`config.mk`:
```
export PLATFORM = sky130hd
export DESIGN_NAME = inst_loader
export DESIGN_NICKNAME = d
export VERILOG_FILES = /design/src/rtl/inst_loader.sv
export SDC_FILE = /design/constraint.sdc
export NUM_CORES = 1
export LEC_CHECK = 0
export ABC_AREA = 1
export CAP_MARGIN = 20
export CORE_AREA = 2 2 111 81
export DETAILED_ROUTE_END_ITERATION = 8
export DIE_AREA = 0 0 113 83
export GPL_TIMING_DRIVEN = 0
export PLACE_DENSITY = 0.74
export SETUP_SLACK_MARGIN = 0.3
export SYNTH_ARGS = -nofsm -noshare
export SYNTH_HDL_FRONTEND = slang
export SYNTH_SLANG_ARGS = --single-unit
```
`constraint.sdc`:
```
create_clock -name clk -period 3.3 [get_ports clk]
set_input_delay 0.99 -clock clk [delete_from_list [all_inputs] [get_ports clk]]
set_output_delay 0.99 -clock clk [all_outputs]
set_load 0.005 [all_outputs]
```
`src/rtl/inst_loader.sv`:
```
`timescale 1ns/1ps
// Byte-stream program loader: assembles little-endian words into instruction memory while holding the CPU.
// Define INST_LOADER_CHECKSUM_EN to accept and verify a trailing XOR checksum byte after the data.
module inst_loader #(
   parameter int ADDR_WIDTH = 5,
   parameter int DEPTH      = 32,
   parameter int INST_WIDTH = 32
) (
   input  logic                  clk,
   input  logic                  rst,
   input  logic                  start,
   input  logic [7:0]            in_data,
   input  logic                  in_valid,
   output logic                  in_ready,
   output logic                  imem_write_enable,
   output logic [ADDR_WIDTH-1:0] imem_write_addr,
   output logic [INST_WIDTH-1:0] imem_write_data,
   output logic                  cpu_hold,
   output logic                  done,
   output logic                  error
);

   localparam int BYTES  = INST_WIDTH / 8;
   localparam int BIDX_W = (BYTES > 1) ? $clog2(BYTES) : 1;
   localparam int CNT_W  = $clog2(DEPTH + 1);
   localparam logic [BIDX_W-1:0] LAST_BYTE = BIDX_W'(BYTES - 1);

   typedef enum logic [2:0] {
      S_IDLE,
      S_LEN,
      S_DATA,
      S_WRITE,
`ifdef INST_LOADER_CHECKSUM_EN
      S_CHECK,
`endif
      S_DONE
   } state_e;

   // Where the load goes once the last word is written (or straight after a zero length).
`ifdef INST_LOADER_CHECKSUM_EN
   localparam state_e S_TAIL = S_CHECK;
`else
   localparam state_e S_TAIL = S_DONE;
`endif

   state_e                  state_q, state_d;
   logic [CNT_W-1:0]        remaining_q, remaining_d;
   logic [ADDR_WIDTH-1:0]   word_addr_q, word_addr_d;
   logic [BIDX_W-1:0]       byte_idx_q, byte_idx_d;
   logic [INST_WIDTH-1:0]   word_q, word_d;
   logic                    in_ready_q, in_ready_d;
   logic                    write_en_q, write_en_d;
   logic [ADDR_WIDTH-1:0]   write_addr_q, write_addr_d;
   logic [INST_WIDTH-1:0]   write_data_q, write_data_d;
   logic                    cpu_hold_q, cpu_hold_d;
   logic                    done_q, done_d;
   logic                    error_q, error_d;
`ifdef INST_LOADER_CHECKSUM_EN
   logic [7:0]              csum_q, csum_d;
`endif

   logic handshake;
   assign handshake = in_valid & in_ready_q;

   always_comb begin
      // NOTE: every _d starts from its _q value, so no branch can leave a signal unassigned and infer a latch.
      state_d      = state_q;
      remaining_d  = remaining_q;
      word_addr_d  = word_addr_q;
      byte_idx_d   = byte_idx_q;
      word_d       = word_q;
      error_d      = error_q;
`ifdef INST_LOADER_CHECKSUM_EN
      csum_d       = csum_q;
`endif

      case (state_q)
         S_IDLE: begin
            if (start) begin
               state_d = S_LEN;
               error_d = 1'b0;
            end
         end
         S_LEN: begin
            if (handshake) begin
               word_addr_d = '0;
               byte_idx_d  = '0;
`ifdef INST_LOADER_CHECKSUM_EN
               csum_d      = '0;
`endif
               if (in_data == 8'd0) begin
                  state_d = S_TAIL;
               end else begin
                  // Clamp oversize loads so the word address never wraps onto earlier words.
                  remaining_d = (int'(in_data) > DEPTH) ? CNT_W'(DEPTH) : CNT_W'(in_data);
                  state_d     = S_DATA;
               end
            end
         end
         S_DATA: begin
            if (handshake) begin
               word_d[8*byte_idx_q +: 8] = in_data;
`ifdef INST_LOADER_CHECKSUM_EN
               csum_d = csum_q ^ in_data;
`endif
               if (byte_idx_q == LAST_BYTE) begin
                  byte_idx_d = '0;
                  state_d    = S_WRITE;
               end else begin
                  byte_idx_d = byte_idx_q + BIDX_W'(1);
               end
            end
         end
         S_WRITE: begin
            word_addr_d = word_addr_q + ADDR_WIDTH'(1);
            remaining_d = remaining_q - CNT_W'(1);
            state_d     = (remaining_q == CNT_W'(1)) ? S_TAIL : S_DATA;
         end
`ifdef INST_LOADER_CHECKSUM_EN
         S_CHECK: begin
            if (handshake) begin
               if (in_data != csum_q) begin
                  error_d = 1'b1;
               end
               state_d = S_DONE;
            end
         end
`endif
         S_DONE: begin
            state_d = S_IDLE;
         end
         default: begin
            state_d = S_IDLE;
         end
      endcase

      // Outputs are decoded from the next state so they are registered yet aligned with it.
      in_ready_d = (state_d == S_LEN) || (state_d == S_DATA);
`ifdef INST_LOADER_CHECKSUM_EN
      in_ready_d = in_ready_d || (state_d == S_CHECK);
`endif
      write_en_d   = (state_d == S_WRITE);
      write_addr_d = write_addr_q;
      write_data_d = write_data_q;
      if (state_d == S_WRITE) begin
         write_addr_d = word_addr_q;
         write_data_d = word_d;
      end
      cpu_hold_d = (state_d != S_IDLE);
      done_d     = (state_d == S_DONE);
   end

   always_ff @(posedge clk or posedge rst) begin
      // NOTE: non-blocking assignments only, so every flop samples pre-edge values regardless of ordering.
      if (rst) begin
         state_q      <= S_IDLE;
         remaining_q  <= '0;
         word_addr_q  <= '0;
         byte_idx_q   <= '0;
         word_q       <= '0;
         in_ready_q   <= 1'b0;
         write_en_q   <= 1'b0;
         write_addr_q <= '0;
         write_data_q <= '0;
         cpu_hold_q   <= 1'b0;
         done_q       <= 1'b0;
         error_q      <= 1'b0;
`ifdef INST_LOADER_CHECKSUM_EN
         csum_q       <= '0;
`endif
      end else begin
         state_q      <= state_d;
         remaining_q  <= remaining_d;
         word_addr_q  <= word_addr_d;
         byte_idx_q   <= byte_idx_d;
         word_q       <= word_d;
         in_ready_q   <= in_ready_d;
         write_en_q   <= write_en_d;
         write_addr_q <= write_addr_d;
         write_data_q <= write_data_d;
         cpu_hold_q   <= cpu_hold_d;
         done_q       <= done_d;
         error_q      <= error_d;
`ifdef INST_LOADER_CHECKSUM_EN
         csum_q       <= csum_d;
`endif
      end
   end

   assign in_ready          = in_ready_q;
   assign imem_write_enable = write_en_q;
   assign imem_write_addr   = write_addr_q;
   assign imem_write_data   = write_data_q;
   assign cpu_hold          = cpu_hold_q;
   assign done              = done_q;
   assign error             = error_q;

endmodule

```
==> results of run 1 <==
-- synth_stat cells, drive strengths merged --
master	number	share of area (%)
or2	1	0.16
buf	11	1.5
a21oi	4	0.51
nor3	1	0.25
nand2	225	21
o21ai	46	5.8
nand4	5	0.79
conb	1	0.095
nor3b	1	0.47
dfrtp	89	56
inv	40	3.8
o21bai	1	0.19
nand3	21	2.7
ha	9	2.8
o22ai	1	0.16
nor2	25	2.7
o32ai	1	0.22
clkbuf	3	0.28
-- cell usage in the layout, fill, tap and decap left out --
| cell | n |
|---|---|
| o32ai_1 | 1 |
| conb_1 | 1 |
| inv_2 | 1 |
| buf_4 | 1 |
| dfrtp_1 | 89 |
| nand2_1 | 225 |
| ha_1 | 9 |
| o21ai_0 | 38 |
| clkdlybuf4s50_1 | 52 |
| nor2_4 | 1 |
| o21ai_1 | 8 |
| o22ai_1 | 1 |
| nor2_1 | 22 |
| o21bai_1 | 1 |
| nor3_2 | 1 |
| buf_12 | 2 |
| or2_2 | 1 |
| bufinv_16 | 1 |
| clkinv_2 | 1 |
| clkbuf_16 | 9 |
| clkinvlp_4 | 2 |
| inv_1 | 38 |
| clkinv_4 | 1 |
| nor3b_4 | 1 |
| clkbuf_1 | 4 |
| nand4_1 | 5 |
| a21oi_1 | 4 |
| buf_2 | 10 |
| nand3_1 | 21 |
| nor2_2 | 2 |
| clkbuf_8 | 2 |
-- through the flow --
stage	utilization, %	setup WS (ns)	total power [mW]	hold WS [ns]
global placement	55.8	0.332	2.36	0.459
floorplan	-	1.27	2.07	0.461
global route	60.0	0.633	3.67	0.503
detailed placement	56.3	0.476	2.40	0.465
CTS	60.0	0.825	3.45	0.482
finish	60.0	0.761	3.45	0.474
-- cells by family after synthesis --
family / share of synthesized area [%]
buf+inv: 5.53
flops: 56.3
other cells: 0.0948
simple gates: 28.4
compound gates: 6.89
fa+ha+maj: 2.85
-- cell type report --
cell class	instances	share of cell area (%)
buffer	14	1.39
clock buffer	12	5.17
clock inverter	4	1.03
inverter	40	3.10
multi-input combinational	342	30.5
sequential	89	44.9
tap	105	2.65
timing repair buffer	54	11.3
-- how the worst max path moves through the flow --
| stage | start | endpoint | cells past startpoint |
|---|---|---|---|
| after detailed placement | in_data[7] | remaining_q[4]$_DFFE_PP0P_ | 7 |
| after global routing | in_data[7] | remaining_q[1]$_DFFE_PP0P_ | 7 |
| after global placement | rst | imem_write_data[28]$_DFFE_PP0N_ | 2 |
| after CTS | in_data[7] | remaining_q[1]$_DFFE_PP0P_ | 7 |
| final | in_data[6] | remaining_q[4]$_DFFE_PP0P_ | 7 |
| after floorplan | rst | byte_idx_q[0]$_DFFE_PP0P_ | 1 |
-- power groups by stage --
stage                     Sequential [mW]  Combinational [mW]  Clock (mW)
after global placement               1.41               0.951           0
after global routing                 1.43                1.13        1.11
final                                1.41               0.993        1.05
after floorplan                      1.40               0.670           0
after CTS                            1.41               0.989        1.05
after detailed placement             1.42               0.980           0
-- worst register-to-register path, cell delays in order, from the launching register on --
cell	delay [ns]
dfrtp_1	0.52
inv_1	0.20
ha_1	0.41
nor2_1	0.43
nand2_1	0.10
o21ai_0	0.27
nand2_1	0.16
nand2_1	0.09
-- state kept, by name (all words and copies together) (netlist names) --
register and cells:
state_q 3, word_q 32, cpu_hold 1, byte_idx_q 2, remaining_q 6, imem_write_data 32, done 1, word_addr_q 5
imem_write_addr 5, imem_write_enable 1, in_ready 1
-- metal layers --
layer / vias to the layer above / part of all wire (%) / track usage (%)
li1: 1641 / - / -
met2: 90 / 44 / 32.4
met3: 11 / 6.1 / 6.79
met4: 0 / 0.76 / 4.66
met5: - / 0 / 0
met1: 1602 / 49 / 30.6
==> flow_summary.ini, run 1 <==
[worst_setup_path]
r2r-start = byte_idx_q[0]$_DFFE_PP0P_
cp_max_fo = 6
setup.worst_path.end_class = register
required_ns = 3.53
rr_worst_depth = 7
r2r_setup_slack_ns = 1.05
r2r-end = imem_write_data[28]$_DFFE_PP0N_
critPathArrivalTime_ns = 2.77
critPathKind = in2reg
crit_buf_inv = 1
timing.critical_path.mode_cell = nand2_1
crit_path_start_kind = primary input
max_stage_delay_ns = 0.59
crit_family = simple AND/OR/NAND/NOR gates
cp_cell_sequence = clkdlybuf4s50_1, nor2_1, nand2_1, o21ai_0, a21oi_1, nand2_1, nand2_1
slowest_stage = clkdlybuf4s50_1

[cts]
postCtsHoldBufs = 0
cts_sinks = 89
path_clk_slew_ns = 0.06
postCtsSetupRepairBufs = 0
cts_tree = done
cts_resized = 0
cts_buffers = 9
clk_latency_ns = 0.35
cts_buffer_depth = 2
htreeDepth = 3
cts_root_buffer = clkbuf_16

[die]
die_width_um = 113
die-area_sq_um = 9380
num_rows = 28
io_pins = 54
die-height_um = 83
core_sq_um = 8270
initial_core_util_pct = 47.9

[hold_path]
hold_class = reg2reg
hold_start = imem_write_data[13]$_DFFE_PP0N_
whs_path_depth = 2
min_to = imem_write_data[13]$_DFFE_PP0N_

[logic_synthesis]
yosysUniqueCellTypes = 23
synth_cells = 485
netlist_area_sq_um = 3960
syn_area_per_cell_sq_um = 8.16
ys_ff_latch = 89
synth_nets = 506
seq_area_frac_synth_pct = 56.3
yosys_warnings = 0

[route]
viasPerCell = 5.07
drc = 7
wl_um = 9270
vias = 3344
wire_per_inst_um = 14.0
postRouteAntennaNets = 0
drt_pass1_iterations = 6
drt-initial-drc-count = 233

[grt]
grt_usage_pct = 21.5
grt_antenna_before_repair = 0
first_global_vias = 3301
grt_pass1_wl_um = 15900
grt_max_degree = 43
overflow = 0

[timing]
max_clock_freq_mhz = 394
report.final.slew_viol_count = 0
rsz0062_at_grt = false
worst_pin_slew_ns = 0.558
hold_violations = 0
clock-skew-final_ns = 0.00799
setup_viol = 0
min_period_over_period_pct = 76.9
period_needed_ns = 2.54
tns_ns = 0
max-slew-margin-rel_pct = 62.8

[pwr]
power.density_nw_per_um2 = 695
combPwrFrac_pct = 28.8
intPower_mw = 2.28
p_sw_share_pct = 33.8
p_switching_mw = 1.17
seqPwrFrac_pct = 40.8
max-vdd-ir-drop_v = 0.000361
power.leakage_nw = 2.52
pwr-share-clk_pct = 30.3

[finish]
area_delta_synth_final_pct = 25.4
diodes = 0
multi_input_area_sq_um = 1510
fillCellCount = 752
final-seq-area_sq_um = 2230
drive_above_1_share_pct = 6.49
final_cell_count_no_fill = 660
post-route-cell-area_sq_um = 4960
fin_nets = 571

[run_status]
violations = DRC
outcome = complete, but fails checks

[placement]
io_buffers = 52
place_area_sq_um = 4650
place.gp.congestion = 0.838
dp_hpwl_um = 6430
dp_cells = 644

[job]
cap_violations = 0
Note: power is estimated with default switching activity, not from simulation.
==> run 2, diff against run 1 <==
- CORE_AREA: 2 2 111 81 -> 2 2 106 77
- DIE_AREA: 0 0 113 83 -> 0 0 108 79
- PLACE_DENSITY: 0.74 -> 0.77
- clock period: 3.3 -> 2.49 ns (I/O delays scaled with it)
==> run 2 against run 1 <==
The run now ends clean; worst hold slack better by 0.012 ns; cell count down 0.45%; global-route usage up 1.9 points; sequential power up 32%; total power up 23%; utilization up 4.3 points; highest routed layer unchanged.
==> flow_summary.ini, run 2 (same netlist as run 1, synthesis figures left out) <==
[run_status]
outcome = finished, final reports clean

[worst_setup_path]
critPathArrivalTime_ns = 2.35
cp_max_fo = 10
setup.worst_path.end_class = register
required_ns = 2.74
crit_path_start_kind = primary input
rr_worst_depth = 8
max_stage_delay_ns = 0.47
slowest_stage = clkdlybuf4s50_1
critPathKind = in2reg
cp_cell_sequence = clkdlybuf4s50_1, nand2_1, nor2_2, nand2_1, buf_2, nand2_1, o21ai_0, nand2_1, nand2_1
timing.critical_path.mode_cell = nand2_1

[cts]
clk_latency_ns = 0.35
cts_sinks = 89
cts_root_buffer = clkbuf_8
cts_buffer_depth = 2
path_clk_slew_ns = 0.09
postCtsHoldBufs = 0
htreeDepth = 3
cts_buffers = 9
cts_tree = done

[route]
viasPerCell = 5.12
postRouteAntennaNets = 0
drt-initial-drc-count = 172
vias = 3366
drt_pass1_iterations = 6
drc = 0
wl_um = 8960
wire_per_inst_um = 13.6

[placement]
dp_hpwl_um = 6440
place.gp.congestion = 0.857
dp_cells = 640
io_buffers = 52
place_area_sq_um = 4650

[finish]
final_cell_count_no_fill = 657
multi_input_area_sq_um = 1540
final_common_cell = nand2_1
final-seq-area_sq_um = 2230
area_delta_synth_final_pct = 23.6
post-route-cell-area_sq_um = 4890
fillCellCount = 657
diodes = 0
fin_nets = 572
final_cell_mix = nand2_1, dfrtp_1, clkdlybuf4s50_1
drive_above_1_share_pct = 8.27

[die]
die_width_um = 108
num_rows = 27
core_sq_um = 7600
die-area_sq_um = 8530
initial_core_util_pct = 52.1
io_pins = 54
die-height_um = 79

[grt]
overflow = 0
first_global_vias = 3236
grt_pass1_wl_um = 15400
grt_antenna_before_repair = 0
grt_max_degree = 38
grt_usage_pct = 23.3

[timing]
hold_violations = 0
clock-skew-final_ns = 0.00560
period_needed_ns = 2.10
min_period_over_period_pct = 84.2
setup_viol = 0
rsz0062_at_grt = true
max_clock_freq_mhz = 477
report.final.slew_viol_count = 0

[pwr]
max-vdd-ir-drop_v = 0.000420
power.leakage_nw = 2.49
power.density_nw_per_um2 = 869

[hold_path]
hold_class = reg2reg
whs_path_depth = 2

[job]
cap_violations = 0
## run 2: layout make-up
type / instances / share of cell area, %
clock buffer: 9 / 2.53
timing repair buffer: 55 / 11.6
clock inverter: 7 / 1.59
tap: 101 / 2.58
multi-input combinational: 342 / 31.5
sequential: 89 / 45.6
buffer: 14 / 1.48
inverter: 40 / 3.15
## run 2: worst max-delay path, delay by kind of cell
kind / cells / cell delay, ns
AND/OR/NAND/NOR: 6 / 0.79
AO/OA/AOI/OAI: 1 / 0.12
buffers and inverters: 2 / 0.70
## run 2: path summary, 6_finish.rpt
path | to | slack, ns | startpoint
max | imem_write_data[28]$_DFFE_PP0N_ | 0.39 | in_valid
min | imem_write_data[17]$_DFFE_PP0N_ | 0.49 | imem_write_data[17]$_DFFE_PP0N_
max reg2reg | imem_write_data[17]$_DFFE_PP0N_ | 0.47 | byte_idx_q[0]$_DFFE_PP0P_
min reg2reg | imem_write_data[17]$_DFFE_PP0N_ | 0.49 | imem_write_data[17]$_DFFE_PP0N_
max in group asynchronous | word_q[17]$_DFF_PP0_ | 0.96 | rst
min in group asynchronous | imem_write_data[0]$_DFFE_PP0N_ | 0.75 | rst
## run 2: repair_timing
item	in CTS	in global routing
gates resized for setup	1	16
setup buffers	0	1
endpoints found under the hold margin	0	0
setup endpoints to repair	1	46
## run 2: report_power, final
part / internal (mW) / switching [mW] / leakage [nW] / total, mW
sequential: 1.70 / 0.167 / 1.22 / 1.86
clock: 0.474 / 0.528 / 0.101 / 1.00
combinational: 0.526 / 0.858 / 1.17 / 1.38
## run 2: metrics by stage
step	setup WS, ns	power [mW]	hold WS [ns]	setup TNS, ns	util [%]
floorplan	0.704	2.74	0.461	0	-
global placement	-0.212	3.12	0.459	-18.30	60.6
detailed placement	-0.0465	3.18	0.467	-0.218	61.2
CTS	0.304	4.21	0.491	0	63.9
global route	0.263	4.58	0.518	0	64.3
finish	0.394	4.25	0.485	0	64.3
## run 2: metal layers
layer  vias up  global-route usage, %  share of wire (%)
li1       1646                      -                  -
met1      1611                   33.1                 47
met2        99                   36.9                 47
met3        10                   4.84                5.4
met4         0                   6.15               0.93
met5         -                      0                  0
